**config.mk**
```make
export PLATFORM = sky130hd
export DESIGN_NAME = counter_ctrl_flat
export DESIGN_NICKNAME = d
export VERILOG_FILES = /design/src/rtl/counter_ctrl_if.sv /design/src/rtl/counter_ctrl.sv /design/src/flat_wrapper.sv
export SDC_FILE = /design/constraint.sdc
export NUM_CORES = 1
export LEC_CHECK = 0
export CAP_MARGIN = 0
export CORE_MARGIN = 2
export CORE_UTILIZATION = 44
export DETAILED_ROUTE_END_ITERATION = 16
export HOLD_SLACK_MARGIN = 0.06
export PLACE_DENSITY_LB_ADDON = 0.25
export SETUP_SLACK_MARGIN = 0.15
export SLEW_MARGIN = 20
export SYNTH_ARGS = -nofsm -noshare
export SYNTH_HDL_FRONTEND = slang
export SYNTH_SLANG_ARGS = --single-unit
export TNS_END_PERCENT = 10
```
**constraint.sdc**
```tcl
create_clock -name i_clock -period 2.1 [get_ports i_clock]
set_input_delay 0.21 -clock i_clock [delete_from_list [all_inputs] [get_ports i_clock]]
set_output_delay 0.21 -clock i_clock [all_outputs]
set_load 0.02 [all_outputs]
```
**src/rtl/counter_ctrl_if.sv**
```systemverilog
// Bundles the run-request handshake, the run configuration, the controlled
// counter's value/reset pair and the status outputs of counter_ctrl.
// The slave modport is the controller side; the master modport is the
// side that issues runs and owns the controlled counter.
interface counter_ctrl_if #(
  parameter int Size = 5
);
  logic            start_valid;
  logic            start_ready;
  logic [Size-1:0] limit;
  logic            periodic;
  logic            stop;
  logic [Size-1:0] count;
  logic            counter_reset;
  logic            busy;
  logic            done;
  logic [7:0]      periods;
  logic            error;

  modport slave (
    input  start_valid, limit, periodic, stop, count,
    output start_ready, counter_reset, busy, done, periods, error
  );

  modport master (
    output start_valid, limit, periodic, stop, count,
    input  start_ready, counter_reset, busy, done, periods, error
  );
endinterface

```
**src/rtl/counter_ctrl.sv**
```systemverilog
// counter_ctrl: supervises an external up-counter. A run is launched through
// a valid/ready handshake that captures the terminal count and the mode
// (one-shot or auto-reload). While in RUN the external counter is released
// from reset; when it reaches the captured limit a one-cycle done pulse is
// issued and the period count advances. All outputs are registered.
//
// Optional feature: define COUNTER_CTRL_TIMEOUT_EN to build a RUN-cycle
// watchdog that aborts a run whose counter skips past the limit and raises
// a sticky error flag. Without it, error is tied to 0.
module counter_ctrl #(
  parameter int Size = 5
) (
  input  logic             i_clock,
  input  logic             i_reset,
  counter_ctrl_if.slave    bus
);

  typedef enum logic [1:0] {
    ST_IDLE   = 2'd0,
    ST_RUN    = 2'd1,
    ST_RELOAD = 2'd2,
    ST_DONE   = 2'd3
  } state_t;

  state_t          r_state;
  state_t          w_next_state;
  logic [Size-1:0] r_limit;
  logic            r_periodic;
  logic            r_start_ready;
  logic            r_counter_reset;
  logic            r_busy;
  logic            r_done;
  logic [7:0]      r_periods;
  logic            r_error;

  logic            w_match;
  logic            w_accept;
  logic            w_period_end;
  logic            w_timeout;

  // Output encoding of a state: {start_ready, counter_reset, busy}.
  function automatic logic [2:0] f_outputs(input state_t s);
    case (s)
      ST_IDLE:   return 3'b110;
      ST_RUN:    return 3'b001;
      ST_RELOAD: return 3'b011;
      ST_DONE:   return 3'b011;
      default:   return 3'b110;
    endcase
  endfunction

  assign w_match      = (bus.count == r_limit);
  // A start coinciding with stop is discarded.
  assign w_accept     = (r_state == ST_IDLE) && bus.start_valid && r_start_ready && !bus.stop;
  // stop beats a simultaneous match: no pulse, no period increment.
  assign w_period_end = (r_state == ST_RUN) && !bus.stop && w_match;

`ifdef COUNTER_CTRL_TIMEOUT_EN
  // The watchdog value 2^Size is only reachable when the counter ran past
  // the limit: a legal period lasts at most 2^Size RUN cycles.
  localparam logic [Size:0] WDOG_LAST = {1'b1, {Size{1'b0}}};

  logic [Size:0] r_wdog;

  assign w_timeout = (r_state == ST_RUN) && !bus.stop && !w_match && (r_wdog == WDOG_LAST);

  // Watchdog: cleared on every entry into RUN, counts cycles spent in RUN.
  always_ff @(posedge i_clock) begin
    if (i_reset) begin
      r_wdog <= '0;
    end else if ((w_next_state == ST_RUN) && (r_state != ST_RUN)) begin
      r_wdog <= '0;
    end else if (r_state == ST_RUN) begin
      r_wdog <= r_wdog + {{Size{1'b0}}, 1'b1};
    end else begin
      r_wdog <= r_wdog;
    end
  end

  // Sticky error: set by a watchdog expiry, cleared by the next accepted start.
  always_ff @(posedge i_clock) begin
    if (i_reset) begin
      r_error <= 1'b0;
    end else if (w_accept) begin
      r_error <= 1'b0;
    end else if (w_timeout) begin
      r_error <= 1'b1;
    end else begin
      r_error <= r_error;
    end
  end
`else
  assign w_timeout = 1'b0;
  assign r_error   = 1'b0;
`endif

  // Next-state decision; stop in any busy state returns to IDLE.
  always_comb begin
    w_next_state = r_state;
    case (r_state)
      ST_IDLE: begin
        if (w_accept) begin
          w_next_state = ST_RUN;
        end else begin
          w_next_state = ST_IDLE;
        end
      end
      ST_RUN: begin
        if (bus.stop) begin
          w_next_state = ST_IDLE;
        end else if (w_match) begin
          w_next_state = r_periodic ? ST_RELOAD : ST_DONE;
        end else if (w_timeout) begin
          w_next_state = ST_IDLE;
        end else begin
          w_next_state = ST_RUN;
        end
      end
      ST_RELOAD: begin
        if (bus.stop) begin
          w_next_state = ST_IDLE;
        end else begin
          w_next_state = ST_RUN;
        end
      end
      ST_DONE: begin
        w_next_state = ST_IDLE;
      end
      default: begin
        w_next_state = ST_IDLE;
      end
    endcase
  end

  // FSM state, run configuration and registered status outputs.
  always_ff @(posedge i_clock) begin
    if (i_reset) begin
      r_state         <= ST_IDLE;
      r_start_ready   <= 1'b1;
      r_counter_reset <= 1'b1;
      r_busy          <= 1'b0;
      r_done          <= 1'b0;
      r_periods       <= 8'd0;
      r_limit         <= '0;
      r_periodic      <= 1'b0;
    end else begin
      r_state <= w_next_state;
      {r_start_ready, r_counter_reset, r_busy} <= f_outputs(w_next_state);
      r_done  <= w_period_end;
      if (w_accept) begin
        r_limit    <= bus.limit;
        r_periodic <= bus.periodic;
        r_periods  <= 8'd0;
      end else if (w_period_end) begin
        r_limit    <= r_limit;
        r_periodic <= r_periodic;
        r_periods  <= r_periods + 8'd1;
      end else begin
        r_limit    <= r_limit;
        r_periodic <= r_periodic;
        r_periods  <= r_periods;
      end
    end
  end

  assign bus.start_ready   = r_start_ready;
  assign bus.counter_reset = r_counter_reset;
  assign bus.busy          = r_busy;
  assign bus.done          = r_done;
  assign bus.periods       = r_periods;
  assign bus.error         = r_error;

endmodule

```
**src/flat_wrapper.sv**
```systemverilog
// flat-port wrapper written by rule: the top's interface ports become plain ports
module counter_ctrl_flat 
#(
  parameter int Size = 5
)
  (i_clock, i_reset, bus_start_valid, bus_limit, bus_periodic, bus_stop, bus_count, bus_start_ready, bus_counter_reset, bus_busy, bus_done, bus_periods, bus_error);
  counter_ctrl_if #(.Size(Size)) bus_i ();
  input  logic i_clock;
  input  logic i_reset;
  input wire logic [$bits(bus_i.start_valid)-1:0] bus_start_valid;
  input wire logic [$bits(bus_i.limit)-1:0] bus_limit;
  input wire logic [$bits(bus_i.periodic)-1:0] bus_periodic;
  input wire logic [$bits(bus_i.stop)-1:0] bus_stop;
  input wire logic [$bits(bus_i.count)-1:0] bus_count;
  output wire logic [$bits(bus_i.start_ready)-1:0] bus_start_ready;
  output wire logic [$bits(bus_i.counter_reset)-1:0] bus_counter_reset;
  output wire logic [$bits(bus_i.busy)-1:0] bus_busy;
  output wire logic [$bits(bus_i.done)-1:0] bus_done;
  output wire logic [$bits(bus_i.periods)-1:0] bus_periods;
  output wire logic [$bits(bus_i.error)-1:0] bus_error;
  assign bus_i.start_valid = bus_start_valid;
  assign bus_i.limit = bus_limit;
  assign bus_i.periodic = bus_periodic;
  assign bus_i.stop = bus_stop;
  assign bus_i.count = bus_count;
  assign bus_start_ready = bus_i.start_ready;
  assign bus_counter_reset = bus_i.counter_reset;
  assign bus_busy = bus_i.busy;
  assign bus_done = bus_i.done;
  assign bus_periods = bus_i.periods;
  assign bus_error = bus_i.error;
  counter_ctrl #(.Size(Size)) u_core (.i_clock(i_clock), .i_reset(i_reset), .bus(bus_i));
endmodule
```
After elaboration in Yosys (flattened, before gate mapping). Index checks and enable logic that the tools add are counted.

Register bits: 20. Bits of input ports: 15.

Add/sub/neg operators: 1. Eq/ne operators: 7. Muxes and demuxes: 7. Reductions and logical operators: 10.

Operator list (number): $pmux W3 S3 (1); $add A8 B1 Y8 const B (1); $eq A2 B2 Y1 const B (4); $pmux W2 S4 (1); $eq A5 B5 Y1 (1); $logic_and A1 B1 Y1 (5); $eq A2 B1 Y1 const B (2); $logic_not A2 Y1 (2); $mux W2 (2); $reduce_or A2 Y1 (2); $mux W1 (3); $logic_not A1 Y1 (1).

Logic depth before layout (Yosys ltp). Gate-level depths: netlist (run 1).

Depth in word-level cells: 9. Mapped depth: 5. Mapped depth without buffers: 5.

Worst setup path after synthesis (run 1). No wires, ideal clock.

Path type: reg2reg. Start point: register u_core.r_limit[3]. End point: register u_core.r_periods[7] (netlist: u_core.bus.periods[7]). Arrival: 1.619 ns. Path slack: 0.415 ns. Stages on the path, launching flop included: 6. Cell sequence: dfxtp_1 xor2_1 nor4_4 nand2_4 or4_4 a21oi_2.

Cells in the longest elaborated chain, start to end: 2.

RTL lines: from (decl) (line counter_ctrl.sv:27) `logic [Size-1:0] r_limit;`; from (signal assigned) (line counter_ctrl.sv:151) `r_limit <= bus.limit;`; from (signal assigned) (line counter_ctrl.sv:155) `r_limit <= r_limit;`; from (signal assigned) (line counter_ctrl.sv:159) `r_limit <= r_limit;`; $eq A5 B5 Y1 (line counter_ctrl.sv:52) `assign w_match = (bus.count == r_limit);`; $logic_and A1 B1 Y1 (line counter_ctrl.sv:56) `assign w_period_end = (r_state == ST_RUN) && !bus.stop && w_match;`; to (signal assigned) (line counter_ctrl.sv:157) `r_periods <= r_periods + 8'd1;`; to (signal assigned) (line counter_ctrl.sv:161) `r_periods <= r_periods;`; to (decl) (line counter_ctrl.sv:33) `logic [7:0] r_periods;`.

No other way between the ends. A chain may end at the register's enable or synchronous reset.

Final worst setup path (run 1). Same ends and word-level chain as after synthesis.

==> insert_results.sql, run 1 <==
INSERT INTO impl_metrics (metric_group, metric, value, unit) VALUES
('status', 'status', 'complete, no violations', ''),
('placed_design', 'detailedPlacementHpwl', '1.26', 'mm'),
('worst_setup_path', 'end_kind', 'flip-flop', ''),
('floorplan', 'initial_utilization', '0.454', ''),
('global_routing', 'grt_pass1_vias', '690', ''),
('global_routing', 'track_usage', '0.150', ''),
('global_routing', 'grt_max_degree', '11', ''),
('global_routing', 'antenna_found_initial', '0', ''),
('final_layout', 'drive_gt1_frac', '0.134', ''),
('power_and_ir_drop', 'netSwitchingPower', '0.000161', 'W'),
('placed_design', 'io_buffers', '26', ''),
('cts', 'cts_num_sinks', '20', ''),
('cts', 'ctsLongestPathBuffers', '2', ''),
('synthesis', 'post_synth_inst_count', '89', ''),
('worst_setup_path', 'worstPathCellList', 'xor2_1, nor4_4, nand2_4, or4_4, a21oi_2', ''),
('timing', 'rsz0062_at_grt', 'false', ''),
('global_routing', 'grt_remaining_overflow', '0', ''),
('hold_path', 'hold_crit_class', 'reg -> reg', ''),
('synthesis', 'ys_seq_elements', '20', ''),
('worst_setup_path', 'critical_path_fanout_max', '7', ''),
('synthesis', 'yosys.area_share.simple', '0.258', ''),
('floorplan', 'floorplan.die.height', '48.6', 'um'),
('timing', 'min_period_over_period', '0.805', ''),
('route', 'route.detailed.vias_per_inst', '4.92', ''),
('floorplan', 'floorplan_row_count', '16', ''),
('final_layout', 'final.fill_count', '183', ''),
('final_layout', 'finish.instance_area', '1200', 'um^2'),
('cts', 'worstSkewPairLatency', '300', 'ps'),
('floorplan', 'floorplan.die_area', '2360', 'um^2'),
('cts', 'cts-hold-fix-buffers', '0', ''),
('final_layout', 'layout.cells.most_common_list', 'sky130_fd_sc_hd__clkdlybuf4s50_1, sky130_fd_sc_hd__dfxtp_1, sky130_fd_sc_hd__nor2_1', ''),
('cts', 'clock_tree.htree_level_count', '1', ''),
('timing', 'maxSlewViolCount', '0', ''),
('placed_design', 'post_dp_cell_area', '1180', 'um^2'),
('synthesis', 'yosysUniqueCellTypes', '30', ''),
('route', 'detailroute.via_count', '718', ''),
('timing', 'final_period_minus_worst_setup_slack', '1690', 'ps'),
('power_and_ir_drop', 'ir_drop', '0.418', 'mV'),
('final_layout', 'area.growth.synth_to_final', '37.8', '%'),
('timing', 'achievable-frequency', '591', 'MHz'),
('route', 'drt_iter0_drc', '6', ''),
('job', 'maxCapViolations', '0', ''),
('floorplan', 'pin_count', '28', ''),
('synthesis', 'synth_seq_area_share', '0.458', ''),
('power_and_ir_drop', 'cellInternalPower', '0.000505', 'W'),
('hold_path', 'hold_depth', '1', ''),
('power_and_ir_drop', 'combPwrFrac', '0.137', ''),
('final_layout', 'layout.cells.most_common', 'sky130_fd_sc_hd__clkdlybuf4s50_1', ''),
('route', 'route.final.wire_length', '1.60', 'mm'),
('cts', 'post-cts-setup-buffer-count', '0', ''),
('final_layout', 'non_filler_cells_final', '146', ''),
('synthesis', 'largest_family_of_logic_cells_by_synthesized_area', 'simple AND/OR/NAND/NOR gates', ''),
('power_and_ir_drop', 'swShare', '0.242', ''),
('global_routing', 'grt_pass1_wl', '2.75', 'mm'),
('power_and_ir_drop', 'share_clk_of_total_power', '0.270', ''),
('final_layout', 'design.final.nets', '137', ''),
('route', 'drt_drc_violations_left', '0', ''),
('cts', 'cts_buffers', '3', ''),
('floorplan', 'fp.dieW', '48.6', 'um'),
('worst_setup_path', 'path_class', 'reg -> reg', ''),
('synthesis', 'synthesis.area', '873', 'um^2'),
('power_and_ir_drop', 'seq_power_share', '0.592', ''),
('placed_design', 'final_weighted_congestion_in_routability_driven_placement', '0.819', ''),
('route', 'avgRoutedWirePerCell', '11.0', 'um'),
('timing', 'finalClockSkew', '10.9', 'ps'),
('placed_design', 'placed_cells_incl_taps', '143', ''),
('power_and_ir_drop', 'power.leakage', '0.479', 'nW'),
('synthesis', 'synth-warning-count', '0', ''),
('floorplan', 'core', '1920', 'um^2'),
('synthesis', 'synth_area_in_adders', '0.0143', ''),
('worst_setup_path', 'startpoint_type', 'flip-flop', '');
[critical path, delay by kind of cell (launching register included)]
kind / cells / cell delay [ps]
AND/OR/NAND/NOR: 3 / 970
XOR/XNOR: 1 / 190
AO/OA/AOI/OAI: 1 / 130
flip-flops: 1 / 340
[stage by stage]
stage / power [W] / setup slack (ps) / hold WS, ps / utilization
floorplan: 0.000453 / 415 / 353 / -
global placement: 0.000494 / 140 / 419 / 0.615
detailed placement: 0.000496 / 112 / 426 / 0.615
CTS: 0.000674 / 405 / 443 / 0.626
global route: 0.000704 / 357 / 461 / 0.626
finish: 0.000666 / 409 / 440 / 0.626
[cell usage after synthesis]
library cell	number	area share
sky130_fd_sc_hd__nand2_1	2	0.0086
sky130_fd_sc_hd__and3_1	1	0.0072
sky130_fd_sc_hd__and2_1	1	0.0072
sky130_fd_sc_hd__nor4_4	1	0.024
sky130_fd_sc_hd__nor3_4	1	0.019
sky130_fd_sc_hd__buf_2	1	0.0057
sky130_fd_sc_hd__nor3_1	1	0.0057
sky130_fd_sc_hd__a21oi_2	1	0.010
sky130_fd_sc_hd__nand2_4	1	0.013
sky130_fd_sc_hd__nor4_2	1	0.014
sky130_fd_sc_hd__nor2b_1	1	0.0072
sky130_fd_sc_hd__o21ai_0	3	0.017
sky130_fd_sc_hd__or4_4	1	0.013
sky130_fd_sc_hd__conb_1	1	0.0043
sky130_fd_sc_hd__nand4_1	2	0.014
sky130_fd_sc_hd__nand2b_1	1	0.0072
sky130_fd_sc_hd__dfxtp_1	20	0.46
sky130_fd_sc_hd__buf_1	1	0.0043
sky130_fd_sc_hd__o31ai_1	1	0.0086
sky130_fd_sc_hd__mux2i_1	7	0.080
sky130_fd_sc_hd__nand3_1	5	0.029
sky130_fd_sc_hd__ha_1	1	0.014
sky130_fd_sc_hd__nor2_1	15	0.064
sky130_fd_sc_hd__a2111o_1	1	0.013
sky130_fd_sc_hd__inv_1	1	0.0043
sky130_fd_sc_hd__a21oi_1	4	0.023
sky130_fd_sc_hd__or2_2	1	0.0072
sky130_fd_sc_hd__buf_4	1	0.0086
sky130_fd_sc_hd__or3_2	2	0.017
sky130_fd_sc_hd__xor2_1	9	0.090
[cell type report]
cell class | count | area, um^2 | share of cell area
Tap cell | 27 | 33.8 | 0.0281
Timing Repair Buffer | 30 | 290 | 0.241
Inverter | 1 | 3.75 | 0.00312
Clock buffer | 3 | 22.5 | 0.0187
Multi-Input combinational cell | 65 | 453 | 0.376
Sequential cell | 20 | 400 | 0.333
[flip-flops by register name (all words and copies together), names as in the netlist]
| register | count |
|---|---|
| u_core.bus.start_ready | 1 |
| u_core.bus.periods | 8 |
| u_core.bus.busy | 1 |
| u_core.bus.done | 1 |
| u_core.r_limit | 5 |
| u_core.r_periodic | 1 |
| u_core.bus.counter_reset | 1 |
| u_core.r_state | 2 |
[kinds of logic (layout without fill, tap and decap cells)]
kind of cell,count (synthesis),in the layout
other,1,1
DFF,20,20
xor gates and xnor gates,9,9
muxes,7,7
adders and majority gates,1,1
buffers and inverters,4,34
AOI/OAI and AO/OA,10,10
and+or+nand+nor,37,37
[power groups by stage]
stage	sequential, W	combinational, W	clock [W]
final	0.000395	0.0000916	0.000180
after global routing	0.000396	0.000100	0.000207
after CTS	0.000395	0.0000930	0.000186
after detailed placement	0.000403	0.0000925	0
after global placement	0.000403	0.0000910	0
after floorplan	0.000406	0.0000466	0
[layer usage]
layer,up-vias,GRT usage,part of all wire
met3,2,0.0370,0.041
met4,0,0.0714,0.0094
met5,-,0,0
li1,363,-,-
met1,335,0.156,0.42
met2,18,0.280,0.53
[final timing paths]
check,start,endpoint,slack [ps]
max reg2reg,u_core.r_limit[3],u_core.bus.periods[7],410
min,u_core.r_periodic,u_core.r_state[0],440
min reg2reg,u_core.r_periodic,u_core.r_state[0],440
max,u_core.r_limit[3],u_core.bus.periods[7],410
No activity file was read; power rests on OpenSTA's default activity.
==> inputs of run 2 (changes only) <==
==> constraint.sdc (replaced) <==
create_clock -name i_clock -period 1.6 [get_ports i_clock]
set_input_delay 0.16 -clock i_clock [delete_from_list [all_inputs] [get_ports i_clock]]
set_output_delay 0.16 -clock i_clock [all_outputs]
set_load 0.02 [all_outputs]
==> insert_results.sql, run 2 (synthesis results as in run 1) <==
INSERT INTO impl_metrics (metric_group, metric, value, unit) VALUES
('final_layout', 'design.final.nets', '144', ''),
('final_layout', 'final_core_util', '0.708', ''),
('timing', 'setup_violating_endpoint_count_in_the_final_report', '0', ''),
('cts', 'cts_buffers', '3', ''),
('final_layout', 'number_of_flip_flops_in_the_largest_register', '8', ''),
('worst_setup_path', 'critPathRequiredTime', '1860', 'ps'),
('timing', 'min_period_over_period', '0.995', ''),
('timing', 'rsz0062_at_grt', 'true', ''),
('power_and_ir_drop', 'power.leakage', '0.675', 'nW'),
('route', 'drt_drc_violations_left', '0', ''),
('route', 'detailroute.via_count', '758', ''),
('placed_design', 'final_weighted_congestion_in_routability_driven_placement', '0.805', ''),
('floorplan', 'floorplan_row_count', '16', ''),
('cts', 'ctsLongestPathBuffers', '2', ''),
('timing', 'final-hold-violation-count', '0', ''),
('timing', 'achievable-frequency', '628', 'MHz'),
('global_routing', 'grt_pass1_vias', '834', ''),
('power_and_ir_drop', 'ir_drop', '0.691', 'mV'),
('timing', 'maxSlewViolCount', '0', ''),
('global_routing', 'grt_pass1_wl', '3.42', 'mm'),
('worst_setup_path', 'end_kind', 'flip-flop', ''),
('cts', 'cts-hold-fix-buffers', '0', ''),
('worst_setup_path', 'arrival', '1850', 'ps'),
('cts', 'worstSkewPairLatency', '310', 'ps'),
('cts', 'cts_num_sinks', '20', ''),
('final_layout', 'layout.cells.most_common', 'sky130_fd_sc_hd__dfxtp_1', ''),
('floorplan', 'floorplan.die_area', '2360', 'um^2'),
('timing', 'hold_ws', '442', 'ps'),
('power_and_ir_drop', 'powerDensity', '790', 'nW/um^2'),
('worst_setup_path', 'path_class', 'in -> reg', ''),
('worst_setup_path', 'critical_path_fanout_max', '6', ''),
('route', 'postRouteAntennaNets', '0', ''),
('route', 'route.detailed.vias_per_inst', '4.92', ''),
('cts', 'tritoncts_clock_tree', 'done', ''),
('floorplan', 'floorplan.die.height', '48.6', 'um'),
('placed_design', 'io_buffers', '26', ''),
('global_routing', 'grt_max_degree', '13', ''),
('cts', 'path_clk_slew', '110', 'ps'),
('global_routing', 'antenna_found_initial', '0', ''),
('route', 'drt_iter0_drc', '9', ''),
('placed_design', 'worst_case_setup_slack_after_placement', '-356', 'ps'),
('worst_setup_path', 'startpoint_type', 'primary input', ''),
('route', 'avgRoutedWirePerCell', '12.4', 'um'),
('placed_design', 'detailedPlacementHpwl', '1.40', 'mm'),
('cts', 'cts.root.buffer_cell', 'sky130_fd_sc_hd__clkbuf_4', ''),
('cts', 'clock_tree.htree_level_count', '1', ''),
('final_layout', 'final.fill_count', '163', ''),
('global_routing', 'grtUsageMet3', '0.0494', ''),
('final_layout', 'drive_gt1_frac', '0.236', ''),
('final_layout', 'area.growth.synth_to_final', '55.7', '%'),
('floorplan', 'pin_count', '28', ''),
('route', 'route.final.wire_length', '1.91', 'mm'),
('floorplan', 'fp.dieW', '48.6', 'um'),
('global_routing', 'track_usage', '0.195', ''),
('hold_path', 'hold_crit_class', 'reg -> reg', ''),
('global_routing', 'grt_remaining_overflow', '0', ''),
('timing', 'setup_slack', '8.41', 'ps'),
('timing', 'final_period_minus_worst_setup_slack', '1590', 'ps'),
('global_routing', 'met2_usage', '0.375', ''),
('job', 'maxCapViolations', '0', ''),
('status', 'status', 'complete, no violations', ''),
('floorplan', 'initial_utilization', '0.454', ''),
('floorplan', 'core', '1920', 'um^2'),
('global_routing', 'gr-usage-met1', '0.179', ''),
('route', 'firstDrtPassIters', '4', ''),
('global_routing', 'global_route.peak_usage_layer', 'met2', ''),
('final_layout', 'n_antenna_cell', '0', ''),
('timing', 'finalClockSkew', '5.12', 'ps'),
('final_layout', 'layout.cells.most_common_list', 'sky130_fd_sc_hd__dfxtp_1, sky130_fd_sc_hd__clkdlybuf4s50_1, sky130_fd_sc_hd__nor2_1', ''),
('power_and_ir_drop', 'total_power', '0.00107', 'W');
[run 2: cell types whose count changed in the layout (fill, tap and decap cells not counted), sizes merged]
cell,change
clkdlybuf4s50,-9
dlymetal6s2s,+8
dlygate4sd2,+1
buf,+7
bufinv,+1
[run 2: final cells by class]
| type | instances | area (um^2) | share of cell area |
|---|---|---|---|
| multi-input cells | 65 | 499 | 0.367 |
| flip-flops and latches | 20 | 402 | 0.295 |
| repair buffers | 37 | 369 | 0.271 |
| well taps | 27 | 33.8 | 0.0248 |
| clock inverters | 1 | 30.0 | 0.0221 |
| clock buffers | 3 | 22.5 | 0.0166 |
| inverters | 1 | 3.75 | 0.00276 |
[run 2: path summary, 6_finish.rpt]
check             slack [ps]  cells after the start              start                    end
hold reg to reg          440                      1  u_core.r_periodic      u_core.r_state[0]
hold / removal           440                      1  u_core.r_periodic      u_core.r_state[0]
setup / recovery           8                      6       bus_count[1]  u_core.bus.periods[7]
setup reg to reg           8                      5  u_core.r_limit[1]  u_core.bus.periods[7]
[run 2: where the power goes]
group          internal (W)  switching (W)
logic             0.0000746      0.0000627
registers          0.000511     0.00000857
clock network      0.000254       0.000164
total              0.000839       0.000235
[run 2: repair_timing]
action | in CTS | in global routing
gates resized for setup | 8 | 10
pin swaps | 2 | 5
gates cloned | 0 | 0
setup buffers | 2 | 0
setup endpoints to repair | 13 | 18
[run 2: worst max-delay path, cell delays in order]
cell and delay [ps]:
sky130_fd_sc_hd__clkdlybuf4s50_1 450, sky130_fd_sc_hd__xor2_2 210, sky130_fd_sc_hd__nor4_4 350, sky130_fd_sc_hd__nand2_4 120
sky130_fd_sc_hd__or4_4 430, sky130_fd_sc_hd__a21oi_2 130
[run 2: layer usage]
metal,wire [um],part of all wire
met2,1010,0.53
met1,732,0.38
met5,0,0
met4,63,0.033
met3,106,0.055
[run 2: through the flow]
step	TNS, ps	cells	cell area [um^2]
3_3_place_gp	-1660	148	1230
3_5_place_dp	-1820	148	1230
5_1_grt	-233	154	1360
4_1_cts	0	154	1330
2_1_floorplan	-43.7	89	890
6_report	0	154	1360
==> patch: new RTL, settings of run 2 <==
`Size` is set to 5 in 3 places; all go to 6.
--- a/src/rtl/counter_ctrl_if.sv
+++ b/src/rtl/counter_ctrl_if.sv
@@ -4,5 +4,5 @@
 // side that issues runs and owns the controlled counter.
 interface counter_ctrl_if #(
-  parameter int Size = 5
+  parameter int Size = 6
 );
   logic            start_valid;
--- a/src/rtl/counter_ctrl.sv
+++ b/src/rtl/counter_ctrl.sv
@@ -9,5 +9,5 @@
 // a sticky error flag. Without it, error is tied to 0.
 module counter_ctrl #(
-  parameter int Size = 5
+  parameter int Size = 6
 ) (
   input  logic             i_clock,
--- a/src/flat_wrapper.sv
+++ b/src/flat_wrapper.sv
@@ -2,5 +2,5 @@
 module counter_ctrl_flat 
 #(
-  parameter int Size = 5
+  parameter int Size = 6
 )
   (i_clock, i_reset, bus_start_valid, bus_limit, bus_periodic, bus_stop, bus_count, bus_start_ready, bus_counter_reset, bus_busy, bus_done, bus_periods, bus_error);
Interface: changed (resized bus_count and bus_limit); port bits go from 28 to 30. The function was not compared with the original's and may differ.
==> patch against run 2 <==
Routed wire length rose by 20%; worst setup slack improved by 45 ps; largest power group unchanged; cell area rose by 13%; total power fell by 5.8%; die area rose by 11%; sequential cell count rose by 1; area after synthesis rose by 12%.
==> patch: results (changes against run 2) <==
Clock tree
  • Post-CTS setup buffer count: 4 (was 2)

Critical path
  • R2R setup slack: 50 ps (was 8 ps)
  • R2r startpoint: u_core.r_state[1] (was u_core.r_limit[1])
  • FF-to-FF End: u_core.bus.periods[6] (was u_core.bus.periods[7])
  • Critical Path Max Stage Delay: 540 ps (was 450 ps)
  • CP max FO: 5 (was 6)
  • CP max stage cell: or4_4 (was clkdlybuf4s50_1)

Synthesis
  • Mux cell area share after synthesis: 7.16% (was 8.02%)
  • Yosys cell types: 33 (was 30)
  • Most area-consuming cells after synthesis: dfxtp_1 (43%), mux2i_1 (7.2%), xnor2_1 (5.4%) (was dfxtp_1 (46%), xor2_1 (9.0%), mux2i_1 (8.0%))
  • Post-synth ARST share: 0% (unchanged)
  • Complex-gate fraction of the synthesized area: 13.9% (was 7.16%)
  • Synth Area in Adders: 1.28% (was 1.43%)
  • Synthesized Nets: 118 (was 105)
  • Yosys warnings: 0 (unchanged)
  • Yosys reg bits: 21 (was 20)
  • Synth Area in XOR/XNOR: 5.37% (was 9.03%)

Hold path
  • Worst hold endpoint: u_core.r_limit[2] (was u_core.r_state[0])
  • Hold depth: 3 (was 1)
  • Min-delay src: bus_limit[2] (was u_core.r_periodic)
  • Hold Path Class: primary input to register (was register to register)

Route
  • Initial DRC count: 6 (was 9)
  • Via density: 5.20 (was 4.92)
  • Met3 WL: 112 um (was 106 um)
  • Metal1 wirelength: 876 um (was 732 um)
  • Final wirelength: 2.30 mm (was 1.91 mm)

Finish
  • Multi-input logic area: 574 um2 (was 499 um2)
  • Buffering overhead: 30.1% (was 27.1%)
  • Register area: 433 um2 (was 402 um2)
  • Multi-input gates: 72 (was 65)
  • CLK BUF: 4 (was 3)
  • Nets@finish: 168 (was 144)
  • Fill count: 176 (was 163)
  • Share of cells above drive strength 1: 32.9% (was 23.6%)
  • Layout inverter count without the clock tree: 2 (was 1)
  • Final-layout clock-cell area share: 1.71% (was 3.86%)

Pwr
  • Leakage Power: 0.000697 uW (was 0.000675 uW)
  • Clk pwr: 263 uW (was 417 uW)
  • NetSw: 260 uW (was 235 uW)
  • Sequential share of power: 54.1% (was 48.4%)
  • Peak VDD IR: 0.596 mV (was 0.691 mV)

STA
  • Post-Route Skew: 2.45 ps (was 5.12 ps)
  • Hold_ws: 441 ps (was 442 ps)

Run status
  • Status: finished clean (unchanged)

Global route
  • Gr usage total: 20.5% (was 19.5%)
  • Largest net degree at the start of global routing: 12 (was 13)
  • Global-route wire length before repair: 3.86 mm (was 3.42 mm)
  • Antenna violations before repair: 0 (unchanged)
  • Vias in the first global route: 928 (was 834)
  • M1 GR Usage: 18.9% (was 17.9%)
  • GR Util met2: 40.7% (was 37.5%)
  • Met3 capacity usage during global routing: 3.80% (was 4.94%)

Placement
  • Dpl hpwl: 1.80 mm (was 1.40 mm)
  • PortBufs: 28 (was 26)
[patch: cell types whose count changed after synthesis, sizes merged, moves of 2 or more]
cell	delta
nand4	+3
nand3	-2
o31ai	+5
xnor2	+6
nor2	-8
or4	+5
a21oi	+4
clkbuf	+2
xor2	-9
[patch: tightest hold or removal path: cells and delay by family]
kind,cells,cell delay (ps)
buffers and inverters,1,400
AND/OR/NAND/NOR,1,50
multiplexers,1,130
[patch: per-stage QoR]
| step | cells | power (uW) | setup slack (ps) | utilization [%] | cell area (um2) |
|---|---|---|---|---|---|
| 2_1_floorplan | 100 | 651 | 143 | - | 1010 |
| 3_5_place_dp | 169 | 747 | -322 | 66.5 | 1430 |
| 5_1_grt | 177 | 1050 | -35.9 | 71.7 | 1540 |
| 4_1_cts | 177 | 1010 | 76.1 | 70.1 | 1510 |
| 3_3_place_gp | 169 | 743 | -202 | 66.5 | 1430 |
| 6_report | 177 | 1010 | 53.9 | 71.7 | 1540 |
